File: src/rtl/wb_arbiter.sv
`default_nettype none
// ============================================================================
// Module      : wb_arbiter
// Description : Register-file write-back arbiter. ALU results get priority;
//               load returns queue in a FIFO and are force-drained after
//               STARVE consecutive ALU wins. Exposes a pending-write
//               scoreboard query for hazard detection.
// Revision    : 1.0 - initial release
// ============================================================================
module wb_arbiter #(
  parameter int DSIZE  = 16,
  parameter int RSIZE  = 4,
  parameter int DEPTH  = 4,
  parameter int STARVE = 3
) (
  input  logic                     Clock,
  input  logic                     Reset,
  input  logic                     alu_valid,
  output logic                     alu_ready,
  input  logic [RSIZE-1:0]         alu_addr,
  input  logic [DSIZE-1:0]         alu_data,
  input  logic                     mem_valid,
  output logic                     mem_ready,
  input  logic [RSIZE-1:0]         mem_addr,
  input  logic [DSIZE-1:0]         mem_data,
  output logic                     Wen,
  output logic [RSIZE-1:0]         WAddr,
  output logic [DSIZE-1:0]         WData,
  input  logic [RSIZE-1:0]         q_addr,
  output logic                     q_pending,
  output logic [$clog2(DEPTH):0]   fifo_count
);

  localparam int AW = $clog2(DEPTH);
  localparam int CW = AW + 1;
  localparam int SW = $clog2(STARVE + 1);

  logic [AW-1:0]    wr_ptr_q, wr_ptr_d;
  logic [AW-1:0]    rd_ptr_q, rd_ptr_d;
  logic [CW-1:0]    count_q, count_d;
  logic [SW-1:0]    starve_q, starve_d;
  logic             wen_q, wen_d;
  logic [RSIZE-1:0] waddr_q, waddr_d;
  logic [DSIZE-1:0] wdata_q, wdata_d;
  logic [RSIZE-1:0] fifo_addr_q [DEPTH];
  logic [DSIZE-1:0] fifo_data_q [DEPTH];

  logic             fifo_empty, forced, alu_win, pop, push;
  logic [RSIZE-1:0] win_addr;
  logic [DSIZE-1:0] win_data;
  logic [AW-1:0]    offs;
  logic             fifo_hit;

  // Winner selection, FIFO bookkeeping and next write-port values.
  always_comb begin
    fifo_empty = (count_q == '0);
    mem_ready  = (count_q != CW'(DEPTH));
    forced     = !fifo_empty && (starve_q == SW'(STARVE));
    alu_ready  = !forced;
    alu_win    = alu_valid && !forced;
    pop        = !fifo_empty && !alu_win;
    push       = mem_valid && mem_ready;

    win_addr = alu_win ? alu_addr : fifo_addr_q[rd_ptr_q];
    win_data = alu_win ? alu_data : fifo_data_q[rd_ptr_q];

    // Address 0 is a hardwired-zero register: consume the winner, no write.
    wen_d   = (alu_win || pop) && (win_addr != '0);
    waddr_d = wen_d ? win_addr : waddr_q;
    wdata_d = wen_d ? win_data : wdata_q;

    wr_ptr_d = wr_ptr_q + AW'(push);
    rd_ptr_d = rd_ptr_q + AW'(pop);
    count_d  = count_q + CW'(push) - CW'(pop);

    // Starvation counts only ALU wins that leave queued loads waiting.
    starve_d = starve_q;
    if (pop || fifo_empty) begin
      starve_d = '0;
    end else if (alu_win && (starve_q != SW'(STARVE))) begin
      starve_d = starve_q + SW'(1);
    end
  end

  // Scoreboard: any live FIFO entry or the write in the output register.
  always_comb begin
    fifo_hit = 1'b0;
    offs     = '0;
    for (int i = 0; i < DEPTH; i++) begin
      offs = AW'(i) - rd_ptr_q;
      if (({1'b0, offs} < count_q) && (fifo_addr_q[i] == q_addr)) begin
        fifo_hit = 1'b1;
      end
    end
    q_pending = (q_addr != '0) && (fifo_hit || (wen_q && (waddr_q == q_addr)));
  end

  // All state; reset discards queued loads and clears the write port.
  always_ff @(posedge Clock or negedge Reset) begin
    if (!Reset) begin
      wr_ptr_q <= '0;
      rd_ptr_q <= '0;
      count_q  <= '0;
      starve_q <= '0;
      wen_q    <= 1'b0;
      waddr_q  <= '0;
      wdata_q  <= '0;
      for (int i = 0; i < DEPTH; i++) begin
        fifo_addr_q[i] <= '0;
        fifo_data_q[i] <= '0;
      end
    end else begin
      wr_ptr_q <= wr_ptr_d;
      rd_ptr_q <= rd_ptr_d;
      count_q  <= count_d;
      starve_q <= starve_d;
      wen_q    <= wen_d;
      waddr_q  <= waddr_d;
      wdata_q  <= wdata_d;
      if (push) begin
        fifo_addr_q[wr_ptr_q] <= mem_addr;
        fifo_data_q[wr_ptr_q] <= mem_data;
      end
    end
  end

  assign Wen        = wen_q;
  assign WAddr      = waddr_q;
  assign WData      = wdata_q;
  assign fifo_count = count_q;

endmodule
`default_nettype wire

File: config.mk
export PLATFORM = sky130hd
export DESIGN_NAME = wb_arbiter
export DESIGN_NICKNAME = d
export VERILOG_FILES = /design/src/rtl/wb_arbiter.sv
export SDC_FILE = /design/constraint.sdc
export NUM_CORES = 1
export LEC_CHECK = 0
export BUFFER_PORTS_ARGS = -buffer_cell sky130_fd_sc_hd__buf_2
export CORE_MARGIN = 2
export CORE_UTILIZATION = 50
export CTS_CLUSTER_SIZE = 24
export DETAILED_ROUTE_END_ITERATION = 8
export PLACE_DENSITY = 0.8
export REMOVE_ABC_BUFFERS = 1
export SYNTH_ARGS = -nofsm -noshare
export SYNTH_HDL_FRONTEND = slang
export SYNTH_SLANG_ARGS = --single-unit
export TNS_END_PERCENT = 100
File: constraint.sdc
create_clock -name Clock -period 3.25 [get_ports Clock]
set_clock_uncertainty 0.15 [all_clocks]
set_input_delay 0.325 -clock Clock [delete_from_list [all_inputs] [get_ports Clock]]
set_output_delay 0.325 -clock Clock [all_outputs]
set_load 0.1 [all_outputs]
* Word-level counts from Yosys, hierarchy flattened *
Index checks and enable logic that the tools add are counted.

word-level totals
  register bits = 110
  input bits = 48
  output and inout port bits = 27
  logic and storage cells = 84

cells by class
  magnitude comparators = 7
  add/subtract/negate cells = 9
  equal/unequal tests = 8
  multiplexer cells = 20
  bitwise operators = 2
  reduce and logical (&&, ||, !) cells = 23

operator list
  operator                                                   number
  bitwise mux 64 bit                                         1
  two-way mux 16 bit                                         4
  binary-select mux 16 bit (select 2 bit)                    1
  demux 16 bit (select 2 bit)                                1
  equality test 4 bit                                        5
  bitwise mux 16 bit                                         1
  two-way mux 4 bit                                          4
  logical AND 1 bit                                          13
  < comparator 2 x 3 -> 1 bit                                4
  binary-select mux 4 bit (select 2 bit)                     1
  demux 4 bit (select 2 bit)                                 1
  nonzero test 4 bit                                         2
  greater-or-equal comparator 3 bit (second input constant)  2
  NOT 2 -> 3 bit                                             2
  adder 2 x 1 -> 2 bit                                       2
  two-way mux 1 bit                                          4
  two-way mux 2 bit                                          2
  subtractor 1 x 2 -> 2 bit (first input constant)           2
  subtractor 2 bit (first input constant)                    2
  adder 3 x 1 -> 3 bit                                       1
  zero test 1 bit                                            3
  zero test 3 bit                                            1
  logical OR 1 bit                                           3
  < comparator 3 x 1 -> 1 bit (second input constant)        1
  6 further kinds                                            6

* Logic depth before layout (Yosys ltp) *
  word-level depth = 9
  gate-level depth with buffers = 10
  mapped depth without buffers = 10

* Worst setup path after synthesis *
OpenSTA, ideal clock, no wires.

  path type = register to register
  start point = register count_q[2] (netlist: fifo_count[2])
  end point = register count_q[2] (netlist: fifo_count[2])
  clock period less this slack = 5,640 ps
  cell stages (with the launch flop) = 11
  required time = 2,936 ps
  path buffers = 1
  path slack = -2,390 ps
  arrival time = 5,326 ps
  library setup time = 164 ps
  cell sequence = dfrtp_1 buf_2 o31ai_1 nand2_1 nand2b_1 xnor2_1 ha_1 inv_1 fa_1 xnor2_1 xnor2_1

on the way
  cells in the longest elaborated chain, start to end = 8
  elaborated cells between the ends (all ways) = 11
  classes of those cells = 2 x add/sub; 1 x eq/ne; 8 x reduce/logical

ends and longest elaborated chain
  element                    line  source
  start: declaration         40    logic [CW-1:0] count_q, count_d;
  start signal: assignment   115   count_q <= count_d;
  zero test 3 bit            56    fifo_empty = (count_q == '0);
  zero test 1 bit            58    forced = !fifo_empty && (starve_q == SW'(STARVE));
  logical AND 1 bit          58
  zero test 1 bit            --
  via alu_ready              19    output logic alu_ready,
  logical AND 1 bit          60    alu_win = alu_valid && !forced;
  zero test 1 bit            61    pop = !fifo_empty && !alu_win;
  logical AND 1 bit          61
  subtractor 3 x 1 -> 3 bit  74    count_d = count_q + CW'(push) - CW'(pop);
  via count_d[2]             40

The timed path passes the listed nets, and every way through them passes these cells.
A chain may end at the register's enable or synchronous reset.

* Worst setup path in the final report *
  start point = register count_q[1] (netlist: fifo_count[1])
  end point = output q_pending

on the way
  cells in the longest elaborated chain, start to end = 8
  elaborated cells between the ends (all ways) = 14
  classes of those cells = 4 x order compare; 4 x mux; 6 x reduce/logical

ends and longest elaborated chain
  element                          line  source
  < comparator 2 x 3 -> 1 bit      91    if (({1'b0, offs} < count_q) && (fifo_addr_q[i] == q_addr)) begin
  logical AND 1 bit                91
  two-way mux 1 bit (3 in series)  91
  two-way mux 1 bit (*)            91
  logical OR 1 bit (*)             95    q_pending = (q_addr != '0) && (fifo_hit || (wen_q && (waddr_q == q_addr)));
  logical AND 1 bit (*)            95
  end: declaration                 30    output logic q_pending,

Mark *: on every way between the ends. The rest lies on a longest branch, timed or not.

==> impl_results.md <==
* Synthesized area at between 5000 and 6000 µm²
* Post-Synth Simple-Gate Area at between 4 and 5%
* WP buf/inv at 2
* Max-Cap Viols at 0
* Mapped Cells at between 300 and 400
* #FFs+latches synth at between 100 and 150
* Crit share post-route at roughly nine tenths
* Area leader, netlist: dfrtp_1
* DIE AREA at 11200 µm²
* F_max at 348 MHz
* Sequential-to-total area share from yosys stat at approximately 53%
* Vias in the first global route at between 3000 and 4000
* Share of layout cells above drive strength 1 at between 40% and 50%
* Reg clk slew, reported paths at about 110 ps
* CP Launch Type: flop
* Clock Root Buffer: clkbuf_8
* Synth cell types at 30
* Nets at roughly 500
* Ys Warns at 0
* Clk_lat worst skew at 370 ps
* Avg WL per Cell at around 18 µm
* Commonest cells post-synth: dfrtp_1 (110), mux2_2 (80), nand2_1 (23)
* Delay-heaviest family, CP: compound AO/OA/AOI/OAI gates
* Synth-to-layout area growth at 14.0%
* Vias per cell at ~5.5
* Critical path's slowest cell: dfrtp_1
* Overflow after GRT at 0
* GPL Wtd Cong at about 0.85
* # clock sinks at 110
* Status: finished clean
* Final wirelength at about 11000 µm
* Synth top area share at between 50% and 60%
* Most common cell in the netlist: dfrtp_1
* Initial Util at approximately half
* Post-synth top flop: dfrtp_1
* FP Rows at 37
* Ports at 75
* Min cycle time layout at roughly 2900 ps
* Synth Area in Adders at 2.07%
* DRT Pass-1 Iters at 5
* Hold Path Class: input port to flop
* Largest family of logic cells by synthesized area: multiplexers
* First-pass GRT wire length at approximately 18000 µm
* Pre-CTS setup slack at between 600 and 700 ps
* Clk buf depth at 2
* Post-synthesis mux area share at a little under 30%
* Die Wd at around 110 µm
* Drc violations at 0
* Critical path peak fanout at 8
* Post-route ant nets at 0
* Die Ht at ~110 µm
* Largest net degree at the start of global routing at 57
* Top post-synthesis cells by area: dfrtp_1 (53%), mux2_2 (17%), mux4_2 (8.7%)
* Initial antenna violation count at 0
* Unrepaired setup endpoints after global routing: no
* H-tree depth at 3
* Critical Path AT at between 2000 and 2500 ps
* Worst-Margin Slew at between 700 and 800 ps
* Crit path required time at 2770 ps
* CTS tree: done
* Setup Viol. Count Final at 0
* XOR/XNOR Fraction of Synth Area at 4.54%
* Post-synth EDFFs at 0
* Post-cts resize count at 0
* Setup WS post-layout at about 370 ps
* Final hold vios at 0
* Max-slew violation count at 0
* Total CTS buffers at 9
* Crit Path Category: flop to output pin
* DRT iter0 DRCs at ~120
* Core Box Area at between 10000 and 15000 µm²
* Setup Buffers After CTS at 0
* Crit end category: output pin
* Complex-gate fraction of the synthesized area at 3.27%
* Syn Area/Cell at 13.8 µm²
* Max_slew headroom at approximately 53%
* Final HPWL DP at 7310 µm
* Antenna diodes at 0
* Post-synth ARST share at 100%
* IO buf count at 74
* CP peak stage delay at 530 ps
* Setup TNS at 0 ps
* Critical-path cell list: inv_1 -> ha_1 -> a21oi_1 -> o21ai_0 -> and3_1 -> a31oi_1 -> buf_12
* GRT Util Overall at between 20% and 30%
* Routed via count at 3246
==> sequential cells by signal, indices dropped and copies added (netlist names) <==
register and cells:
starve_q 2, wr_ptr_q 2, WData 16, Wen 1, fifo_addr_q 16, rd_ptr_q 2, WAddr 4, fifo_data_q 64
fifo_count 3
==> layer usage <==
metal	vias to the layer above	global-route usage (%)	wire [µm]	part of all wire (%)
met3	13	3.68	479	4.5
met2	80	34.4	5280	50
met5	-	0	0	0
met1	1663	26.8	4730	44
li1	1490	-	-	-
met4	0	6.48	153	1.4
==> cells by family after synthesis <==
family | after synthesis
adders and majority gates | 8
buffers and inverters | 31
DFF | 110
xor gates and xnor gates | 27
and+or+nand+nor | 48
muxes | 120
AOI/OAI and AO/OA | 32
==> layout by cell type (no fill, tap or decap) <==
cell / Yosys / final
dfrtp_1: 110 / 109
mux2_2: 80 / 80
buf_2: 13 / 72
nand2_1: 23 / 23
xor2_1: 21 / 21
mux4_2: 20 / 20
mux2i_1: 20 / 20
o21ai_0: 19 / 19
buf_4: 1 / 12
clkbuf_8: 0 / 9
nor4_1: 8 / 8
ha_1: 7 / 7
inv_1: 6 / 6
xnor2_1: 6 / 6
o21ai_1: 5 / 5
a21oi_1: 4 / 4
inv_6: 0 / 4
nor2_1: 3 / 3
nor3_1: 3 / 3
nand3b_1: 3 / 3
nand2b_1: 2 / 2
nand3_1: 2 / 2
a31oi_1: 2 / 2
o31ai_1: 1 / 1
and2_1: 1 / 1
and3_1: 1 / 1
a21bo_2: 1 / 1
nor3b_2: 0 / 1
nor3b_1: 2 / 1
fa_1: 1 / 1
clkinvlp_4: 0 / 1
bufinv_16: 0 / 1
clkinv_2: 0 / 1
dlygate4sd3_1: 0 / 1
buf_12: 0 / 1
dfrtp_2: 0 / 1
==> final cells by class <==
cell class                      instances  area [µm²]
Sequential cell                       110        2750
Fill cell                             841        4300
Multi-Input combinational cell        235        2310
Inverter                                6        22.5
Clock inverter                          7        77.6
Tap cell                              136         170
Timing Repair Buffer                   86         480
Clock buffer                            9         124
==> final timing paths <==
check	cells past startpoint	to	slack (ps)	start
min in group asynchronous	2	fifo_count[1]	370	Reset
hold reg to reg	1	starve_q[0]	330	starve_q[0]
setup / recovery	7	q_pending	370	fifo_count[1]
hold / removal	2	fifo_data_q[6]	60	mem_data[6]
max in group asynchronous	3	wr_ptr_q[1]	1810	Reset
setup reg to reg	9	fifo_count[2]	630	fifo_count[1]
==> stage by stage <==
| step | hold slack, ps | instance area, µm² | util [%] | instances |
|---|---|---|---|---|
| after floorplan | -121 | 5080 | - | 351 |
| after global placement | 254 | 5720 | 55.9 | 572 |
| after detailed placement | 268 | 5720 | 55.9 | 572 |
| after CTS | 51.5 | 5930 | 58.0 | 589 |
| after global routing | 56.5 | 5930 | 58.0 | 589 |
| final | 64.9 | 5930 | 58.0 | 589 |
==> what timing repair did <==
action | in CTS | in global routing
hold buffers | 1 | 0
endpoints found under the hold margin | 53 | 0
setup endpoints to repair | 0 | 0
Power is not shown: default switching activity piles up to over one toggle a cycle in this logic, so the estimate is an artifact.
